### src/rtl/bus_slave_if_if.sv
`default_nettype none
//==============================================================================
// Module      : bus_slave_if_if
// Description : Request/strobe/ready system-bus bundle between the interconnect
//               (master side) and one bus_slave_if responder (slave side).
// Revision    : 1.0 - initial release
//==============================================================================
interface bus_slave_if_if #(
  parameter int ADDR_W = 30,
  parameter int DATA_W = 32
);
  logic              s_cs;
  logic              s_as;
  logic              s_rw;
  logic [ADDR_W-1:0] s_addr;
  logic [DATA_W-1:0] s_wr_data;
  logic [DATA_W-1:0] s_rd_data;
  logic              s_rdy;
  logic              busy;
  logic              err;

  modport slave (
    input  s_cs, s_as, s_rw, s_addr, s_wr_data,
    output s_rd_data, s_rdy, busy, err
  );

  modport master (
    output s_cs, s_as, s_rw, s_addr, s_wr_data,
    input  s_rd_data, s_rdy, busy, err
  );
endinterface
`default_nettype wire

### src/rtl/bus_slave_if.sv
`default_nettype none
//==============================================================================
// Module      : bus_slave_if
// Description : Slave-side responder for the request/strobe/ready system bus.
//               Accepts one access strobe, drives a synchronous device through
//               a fixed STROBE/WAIT sequence and returns a one-cycle ready
//               pulse (with read data on reads) to the bus master.
// Config      : BUS_SLAVE_RANGE_CHK_EN - when defined, offsets at or beyond
//               DEV_DEPTH complete immediately with zero data and set the
//               sticky err flag; when undefined, addresses alias modulo
//               2**DEV_ADDR_W and err is tied low.
// Revision    : 1.0 - initial release
//==============================================================================
module bus_slave_if #(
  parameter int ADDR_W      = 30,
  parameter int DATA_W      = 32,
  parameter int DEV_ADDR_W  = 10,
  parameter int DEV_DEPTH   = 1024,
  parameter int WAIT_CYCLES = 0
) (
  input  wire logic                  clk,
  input  wire logic                  rst,
  bus_slave_if_if.slave              bus,
  output logic                       o_dev_cs,
  output logic                       o_dev_we,
  output logic [DEV_ADDR_W-1:0]      o_dev_addr,
  output logic [DATA_W-1:0]          o_dev_wr_data,
  input  wire logic [DATA_W-1:0]     i_dev_rd_data
);

  // Offset field below the interconnect's slave-select bits.
  localparam int         c_OFF_W       = 27;
  localparam logic [3:0] c_WAIT_CYCLES = 4'(WAIT_CYCLES);

  typedef enum logic [1:0] {
    ST_IDLE   = 2'd0,
    ST_STROBE = 2'd1,
    ST_WAIT   = 2'd2,
    ST_RDY    = 2'd3
  } state_t;

  state_t                r_state, w_state;
  logic [3:0]            r_cnt, w_cnt;
  logic                  r_dev_cs, w_dev_cs;
  logic                  r_dev_we, w_dev_we;
  logic [DEV_ADDR_W-1:0] r_dev_addr, w_dev_addr;
  logic [DATA_W-1:0]     r_dev_wr_data, w_dev_wr_data;
  logic [DATA_W-1:0]     r_rd_data, w_rd_data;
  logic                  r_rdy, w_rdy;
  logic                  r_busy, w_busy;
  logic                  w_accept;

  // Upper address bits are the interconnect's business; only the low bits
  // (and the offset, with range checking) are consumed here.
  wire w_unused_addr = ^bus.s_addr;

`ifdef BUS_SLAVE_RANGE_CHK_EN
  localparam logic [c_OFF_W-1:0] c_DEV_DEPTH = c_OFF_W'(DEV_DEPTH);
  logic r_err, w_err;
  logic w_out_of_range;
  assign w_out_of_range = (bus.s_addr[c_OFF_W-1:0] >= c_DEV_DEPTH);
`endif

  assign w_accept = bus.s_as & bus.s_cs;

  // Next-state and next-output decode; every output is registered below.
  always_comb begin
    w_state       = r_state;
    w_cnt         = r_cnt;
    w_dev_cs      = 1'b0;
    w_dev_we      = r_dev_we;
    w_dev_addr    = r_dev_addr;
    w_dev_wr_data = r_dev_wr_data;
    w_rd_data     = r_rd_data;
    w_rdy         = 1'b0;
    w_busy        = r_busy;
`ifdef BUS_SLAVE_RANGE_CHK_EN
    w_err         = r_err;
`endif
    case (r_state)
      ST_IDLE: begin
        // Strobes without slave select belong to another slave.
        if (w_accept) begin
          w_busy = 1'b1;
`ifdef BUS_SLAVE_RANGE_CHK_EN
          if (w_out_of_range) begin
            // Complete at once with zero data; the device is never touched.
            w_state   = ST_RDY;
            w_rdy     = 1'b1;
            w_rd_data = '0;
            w_err     = 1'b1;
          end else
`endif
          begin
            w_state       = ST_STROBE;
            w_dev_cs      = 1'b1;
            w_dev_we      = bus.s_rw;
            w_dev_addr    = bus.s_addr[DEV_ADDR_W-1:0];
            w_dev_wr_data = bus.s_wr_data;
          end
        end
      end
      ST_STROBE: begin
        w_cnt   = c_WAIT_CYCLES;
        w_state = ST_WAIT;
      end
      ST_WAIT: begin
        if (r_cnt != 4'd0) begin
          w_cnt = r_cnt - 4'd1;
        end else begin
          // Writes return zero so the interconnect can OR all slaves.
          w_state   = ST_RDY;
          w_rdy     = 1'b1;
          w_rd_data = r_dev_we ? '0 : i_dev_rd_data;
        end
      end
      ST_RDY: begin
        w_state       = ST_IDLE;
        w_busy        = 1'b0;
        w_rd_data     = '0;
        w_dev_we      = 1'b0;
        w_dev_addr    = '0;
        w_dev_wr_data = '0;
      end
      default: begin
        w_state = ST_IDLE;
      end
    endcase
  end

  // State and output registers; reset aborts any access without a ready.
  always_ff @(posedge clk or posedge rst) begin
    if (rst) begin
      r_state       <= ST_IDLE;
      r_cnt         <= 4'd0;
      r_dev_cs      <= 1'b0;
      r_dev_we      <= 1'b0;
      r_dev_addr    <= '0;
      r_dev_wr_data <= '0;
      r_rd_data     <= '0;
      r_rdy         <= 1'b0;
      r_busy        <= 1'b0;
    end else begin
      r_state       <= w_state;
      r_cnt         <= w_cnt;
      r_dev_cs      <= w_dev_cs;
      r_dev_we      <= w_dev_we;
      r_dev_addr    <= w_dev_addr;
      r_dev_wr_data <= w_dev_wr_data;
      r_rd_data     <= w_rd_data;
      r_rdy         <= w_rdy;
      r_busy        <= w_busy;
    end
  end

`ifdef BUS_SLAVE_RANGE_CHK_EN
  // Sticky range-error flag, cleared only by reset.
  always_ff @(posedge clk or posedge rst) begin
    if (rst) begin
      r_err <= 1'b0;
    end else begin
      r_err <= w_err;
    end
  end
  assign bus.err = r_err;
`else
  assign bus.err = 1'b0;
`endif

  assign bus.s_rd_data = r_rd_data;
  assign bus.s_rdy     = r_rdy;
  assign bus.busy      = r_busy;
  assign o_dev_cs      = r_dev_cs;
  assign o_dev_we      = r_dev_we;
  assign o_dev_addr    = r_dev_addr;
  assign o_dev_wr_data = r_dev_wr_data;

endmodule
`default_nettype wire

### src/flat_wrapper.sv
// flat-port wrapper written by rule: the top's interface ports become plain ports
module bus_slave_if_flat 
#(
  parameter int ADDR_W      = 30,
  parameter int DATA_W      = 32,
  parameter int DEV_ADDR_W  = 10,
  parameter int DEV_DEPTH   = 1024,
  parameter int WAIT_CYCLES = 0
)
  (clk, rst, o_dev_cs, o_dev_we, o_dev_addr, o_dev_wr_data, i_dev_rd_data, bus_s_cs, bus_s_as, bus_s_rw, bus_s_addr, bus_s_wr_data, bus_s_rd_data, bus_s_rdy, bus_busy, bus_err);
  bus_slave_if_if #(.ADDR_W(ADDR_W), .DATA_W(DATA_W)) bus_i ();
  input  wire logic clk;
  input  wire logic rst;
  output logic o_dev_cs;
  output logic o_dev_we;
  output logic [DEV_ADDR_W-1:0] o_dev_addr;
  output logic [DATA_W-1:0] o_dev_wr_data;
  input  wire logic [DATA_W-1:0] i_dev_rd_data;
  input wire logic [$bits(bus_i.s_cs)-1:0] bus_s_cs;
  input wire logic [$bits(bus_i.s_as)-1:0] bus_s_as;
  input wire logic [$bits(bus_i.s_rw)-1:0] bus_s_rw;
  input wire logic [$bits(bus_i.s_addr)-1:0] bus_s_addr;
  input wire logic [$bits(bus_i.s_wr_data)-1:0] bus_s_wr_data;
  output wire logic [$bits(bus_i.s_rd_data)-1:0] bus_s_rd_data;
  output wire logic [$bits(bus_i.s_rdy)-1:0] bus_s_rdy;
  output wire logic [$bits(bus_i.busy)-1:0] bus_busy;
  output wire logic [$bits(bus_i.err)-1:0] bus_err;
  assign bus_i.s_cs = bus_s_cs;
  assign bus_i.s_as = bus_s_as;
  assign bus_i.s_rw = bus_s_rw;
  assign bus_i.s_addr = bus_s_addr;
  assign bus_i.s_wr_data = bus_s_wr_data;
  assign bus_s_rd_data = bus_i.s_rd_data;
  assign bus_s_rdy = bus_i.s_rdy;
  assign bus_busy = bus_i.busy;
  assign bus_err = bus_i.err;
  bus_slave_if #(.ADDR_W(ADDR_W), .DATA_W(DATA_W), .DEV_ADDR_W(DEV_ADDR_W), .DEV_DEPTH(DEV_DEPTH), .WAIT_CYCLES(WAIT_CYCLES)) u_core (.clk(clk), .rst(rst), .bus(bus_i), .o_dev_cs(o_dev_cs), .o_dev_we(o_dev_we), .o_dev_addr(o_dev_addr), .o_dev_wr_data(o_dev_wr_data), .i_dev_rd_data(i_dev_rd_data));
endmodule
### config.mk
export PLATFORM = sky130hd
export DESIGN_NAME = bus_slave_if_flat
export DESIGN_NICKNAME = d
export VERILOG_FILES = /design/src/rtl/bus_slave_if_if.sv /design/src/rtl/bus_slave_if.sv /design/src/flat_wrapper.sv
export SDC_FILE = /design/constraint.sdc
export NUM_CORES = 1
export LEC_CHECK = 0
export CAP_MARGIN = 20
export CORE_ASPECT_RATIO = 1.25
export CORE_MARGIN = 2
export CORE_UTILIZATION = 40
export DETAILED_ROUTE_END_ITERATION = 12
export PLACE_DENSITY = 0.82
export SLEW_MARGIN = 30
export SYNTH_ARGS = -nofsm -noshare
export SYNTH_HDL_FRONTEND = slang
export SYNTH_SLANG_ARGS = --single-unit
### constraint.sdc
create_clock -name clk -period 4.45 [get_ports clk]
set_clock_uncertainty 0.2 [all_clocks]
set_input_delay 0.89 -clock clk [delete_from_list [all_inputs] [get_ports clk]]
set_output_delay 0.89 -clock clk [all_outputs]
set_load 0.02 [all_outputs]
==> After elaboration in Yosys (flattened, before gate mapping) <==
Cells that the tools add are included.
Widths: inputs -> output; s select.
{ "word_totals": {"regBits": 84, "inputBits": 99, "out_inout_bits": 79} }
{ "op_classes": {"add_sub_neg": 1, "eq_ne": 6, "n_mux": 20, "n_bitwise": 1, "n_reduce_logical": 9} }
{ "op_table": {"columns": ["cell", "n"], "rows": [
  ["$pmux 32 s2", 2],
  ["$mux 32", 3],
  ["$pmux 10 s2", 1],
  ["$mux 10", 1],
  ["$pmux 2 s4", 1],
  ["$pmux 4 s2", 1],
  ["$reduce_and 2->1", 4],
  ["$mux 1", 6],
  ["$reduce_bool 2->1", 3],
  ["$eq 2x2->1 const B", 2],
  ["$mux 2", 2],
  ["$mux 4", 1],
  ["$ne 2x1->1 const B", 2],
  ["$pmux 1 s2", 2],
  ["$reduce_bool 4->1", 1],
  ["$sub 4x1->4 const B", 1],
  ["$eq 2x1->1 const B", 1],
  ["$logic_not 2->1", 1],
  ["$ne 2x2->1 const B", 1],
  ["$and 1x1->1", 1]
]} }

==> Longest topological paths before layout <==
{ "logic_depth": {"ltp_word": 3, "mapped_depth": 7} }

==> Worst setup path before layout <==
OpenSTA, ideal clock, no wires.
{ "synth_timing": {"path_type": "input port to flip-flop", "start": "input port bus_s_as", "end": "register u_core.r_dev_wr_data[0] (netlist: u_core.o_dev_wr_data[0])", "arrival_time_ns": 1.608, "required_time_ns": 4.184, "path_slack_ns": 2.576, "cell_stages": 4, "path_buffers": 1, "cell_sequence": "and3_1 -> a21oi_4 -> buf_2 -> a22o_1"} }
{ "synth_between": {"elab_chain_len": 3} }
{ "synth_lines": {"columns": ["element", "line", "source"], "rows": [
  ["start: declaration", "flat_wrapper.sv:20", "input wire logic [$bits(bus_i.s_as)-1:0] bus_s_as;"],
  ["$and 1x1->1", "bus_slave_if.sv:64", "assign w_accept = bus.s_as & bus.s_cs;"],
  ["$ne 2x1->1 (no source line)", null, null],
  ["$reduce_and 2->1 (no source line)", null, null],
  ["end signal: assignment", "bus_slave_if.sv:149", "r_dev_wr_data <= w_dev_wr_data;"],
  ["end: declaration", "bus_slave_if.sv:47", "logic [DATA_W-1:0] r_dev_wr_data, w_dev_wr_data;"]
]} }
No other way between the ends.
A chain may end at the register's enable or synchronous reset.

==> Final worst setup path <==
{ "layout_timing": {"start": "register u_core.r_dev_we (netlist: u_core.o_dev_we)", "end": "output port o_dev_we"} }
{ "layout_lines": {"columns": ["element", "line", "source"], "rows": [
  ["start: declaration", "bus_slave_if.sv:45", "logic r_dev_we, w_dev_we;"],
  ["start signal: assignment", "bus_slave_if.sv:147", "r_dev_we <= w_dev_we;"],
  ["end: declaration", "flat_wrapper.sv:15", "output logic o_dev_we;"]
]} }
No word-level cell between the ends.

==> impl_results.md <==
* Data required, critical path at 3.36 ns
* Fraction of synthesized area in multiplexers at 0.00933
* Cells after synthesis at 287
* Number of design-rule violations left by the first detailed-router iteration at 153
* Die X-Extent at 85.9 um
* Die outline area at 9130 sq um
* Max-cap violation count at 0
* Shortest clock period the worst path allows after layout at 2.47 ns
* Synth-to-Final Area Change at 55.2%
* Average size of a mapped cell at 11.7 sq um
* Setup slack after placement at 1.68 ns
* CTS Hold Buffers Added at 0
* Tightest slew margin relative to the limit at 0.561
* Upper clock frequency limit at 404 MHz
* Synth Area in Adders at 0.0224
* Slew @ Worst Pin at 0.658 ns
* Startpoint type of the worst setup path: flop
* End point of the critical path: o_dev_we
* Worst r2r path cells at 6
* Via count of the first global-routing pass at 2,755
* Highest net fanout along the worst path at 3
* Detail-routed via count per cell at 5.15
* Post-synthesis cell type with the largest combined area: sky130_fd_sc_hd__dfrtp_1
* Family with the most delay on the worst path: buffers and inverters
* Switching Fraction at 0.393
* Crit path arrival time at 1.38 ns
* Fraction of power consumed by the clock network at 0.163
* Final setup viols at 0
* First-pass GRT wire length at 13,700 um
* Wire length per cell after detailed routing at 15.8 um
* WS Path Type: flop to output pin
* Power density over cell area at 719 nW/um^2
* Critical Path Source: u_core.o_dev_we
* Routed wire length at 8500 um
* Leakage at 2.34 nW
* Count of cell types in the netlist at 30
* Critical path depth in cells at 1
* Total number of placement rows at 37
* Worst path bufs/invs at 1
* Largest net degree at the start of global routing at 66
* Number of detailed-route iterations in the first pass at 9
* GR Util All Layers at 0.189
* Netlist area before placement at 3350 sq um
* Source-to-sink clock delay at the later pin of the worst-skew pair at 0.34 ns
* Share of async-settable or async-resettable flops after synthesis at 1.00
* Register bit total from synthesis at 84
* Sequential area share after synthesis at 0.627
* Class of the most critical hold timing path: flop to flop
* Dominant cells by area after synthesis: sky130_fd_sc_hd__dfrtp_1 63%, sky130_fd_sc_hd__a22o_1 11%, sky130_fd_sc_hd__nand3_1 4.9%
* Proportion of power drawn by flip-flops and latches at 0.334
* Combinational family with the most area after synthesis: compound AO/OA/AOI/OAI gates
* CTS tree: done
* Die boundary height at 106 um
* Simple-gate portion of the synthesized area at 0.119
* Number of gates resized after cts at 0
* Setup_tns at 0 ns
* Maximum clock path buffer count at 2
* H-Tree Depth at 3
* Number of routed nets with antenna violations at 0
* Power, Total at 3.74 mW
* Internal power at 2.27 mW
* Clock-pin slew reported for the worst setup and hold paths after clock tree synthesis at 0.08 ns
* Worst Slack Setup Final at 1.98 ns
* Share of the synthesized area in the top cell type at 0.627
* Critical-path cell list: clkdlybuf4s50_1
* Count of buffers added by post-CTS timing repair for setup at 0
* Starting density of the core at 0.409
* Ant diodes at 0
* Number of nets in the layout at 541
* Violations in the final reports: design-rule violations
* Total grt overflow at 0
* Power spent charging and discharging nets at 1.47 mW
* Final Hold Fails at 0
* EDFF count, synth at 0
* Top_reg_cell synth: sky130_fd_sc_hd__dfrtp_1
* Final period util at 0.556
* Largest stage delay on the critical path at 0.64 ns
* Most common cell in the netlist: sky130_fd_sc_hd__dfrtp_1
* Cts bufs inserted at 9
* Fraction of final layout cells with drive strength greater than 1 at 0.0635
* Result of the run: complete, but fails checks
* Share of total power in combinational logic at 0.503
* Critical Path End Type: output pin
* Mapped Nets at 392
* RR Startpoint: u_core.r_state[0]
* Count of boundary I/O pins at 178
* Max IR drop VDD at 0.433 mV
* Total via count in the routed design at 2,773
* Endpoint of the worst register-to-register path: u_core.o_dev_wr_data[13]
* Sink Count at 84
* DRC at 13
* Unrepaired setup endpoints after global routing: false
* List of most frequent post-synthesis cells: 84 x sky130_fd_sc_hd__dfrtp_1, 43 x sky130_fd_sc_hd__a22o_1, 38 x sky130_fd_sc_hd__nand2_1
* Hold_ws at 0.287 ns
* Number of buffer cells added on primary ports at 156
* Post-detailed-placement half-perimeter wirelength at 5910 um
* Slowest CP cell: sky130_fd_sc_hd__clkdlybuf4s50_1
* Pins Over Slew Limit at 0
* Number of antenna violations at the first check in global routing at 0
* XOR/XNOR share of the synthesized area at 0
* Root Driver: sky130_fd_sc_hd__clkbuf_8
* Compound-cell area share of the yosys netlist at 0.178
* Synth Warn # at 0
* RePlAce Congestion at 0.749
* Core box area at 8190 sq um
* Reg2reg setup slack at 2.22 ns
==> power groups by stage <==
stage	combinational, mW	sequential, mW	clock, mW
finish	1.88	1.25	0.611
global route	2.03	1.29	0.662
CTS	1.90	1.25	0.626
detailed placement	1.90	1.26	0
global placement	1.82	1.25	0
floorplan	0.696	1.61	0
==> stage by stage <==
step,util,cell area [sq um],instances
after floorplan,-,3350,287
after global placement,0.605,4960,521
after detailed placement,0.607,4980,522
after CTS,0.635,5200,538
after global routing,0.635,5200,538
final,0.635,5200,538
==> kinds of logic (layout without fill, tap and decap cells) <==
kind of cell / Yosys count / after routing
muxes: 3 / 3
other: 1 / 1
DFF: 84 / 84
and+or+nand+nor: 82 / 82
AOI/OAI and AO/OA: 81 / 81
buffers and inverters: 30 / 184
adders and majority gates: 6 / 6
==> worst min path at each step <==
stage / start / end / slack (ns) / cells after the start
6_report: u_core.bus.busy / u_core.bus.busy / 0.29 / 1
3_3_place_gp: u_core.bus.busy / u_core.bus.busy / 0.26 / 1
5_1_grt: u_core.bus.s_rd_data[10] / u_core.bus.s_rd_data[10] / 0.33 / 2
4_1_cts: u_core.bus.busy / u_core.bus.busy / 0.30 / 1
2_1_floorplan: u_core.r_cnt[0] / u_core.r_cnt[0] / 0.26 / 1
3_5_place_dp: u_core.bus.busy / u_core.bus.busy / 0.28 / 1
==> state kept, by name, indices dropped and copies added, names as in the netlist <==
| register | count |
|---|---|
| u_core.bus.busy | 1 |
| u_core.bus.s_rd_data | 32 |
| u_core.bus.s_rdy | 1 |
| u_core.o_dev_addr | 10 |
| u_core.o_dev_cs | 1 |
| u_core.o_dev_we | 1 |
| u_core.o_dev_wr_data | 32 |
| u_core.r_cnt | 4 |
| u_core.r_state | 2 |
==> cell type report <==
class	count	area [sq um]
Sequential cell	84	2100
Inverter	7	31.3
Clock buffer	11	141
Timing Repair Buffer	161	1610
Multi-Input combinational cell	173	1120
Clock inverter	5	85.1
Tap cell	97	121
Fill cell	657	2990
==> layer usage <==
metal,part of all wire,track usage,up-vias
met3,0.071,0.0497,14
met2,0.49,0.302,121
met4,0.016,0.0612,0
met1,0.42,0.249,1320
li1,-,-,1318
met5,0,0,-
==> placed cells by master, fill, tap and decap left out, drive strengths merged, types with 2 or more instances in the layout <==
cell type,synthesis,routed
bufinv,0,2
clkinv,0,3
a22o,43,43
o21ai,32,32
ha,6,6
nand2b,2,2
a21oi,2,2
buf,21,5
clkdlybuf4s50,0,156
clkbuf,2,11
nand3,33,33
mux2i,2,2
nand2,38,38
inv,7,6
dfrtp,84,84
(Power assumes the default switching activity.)
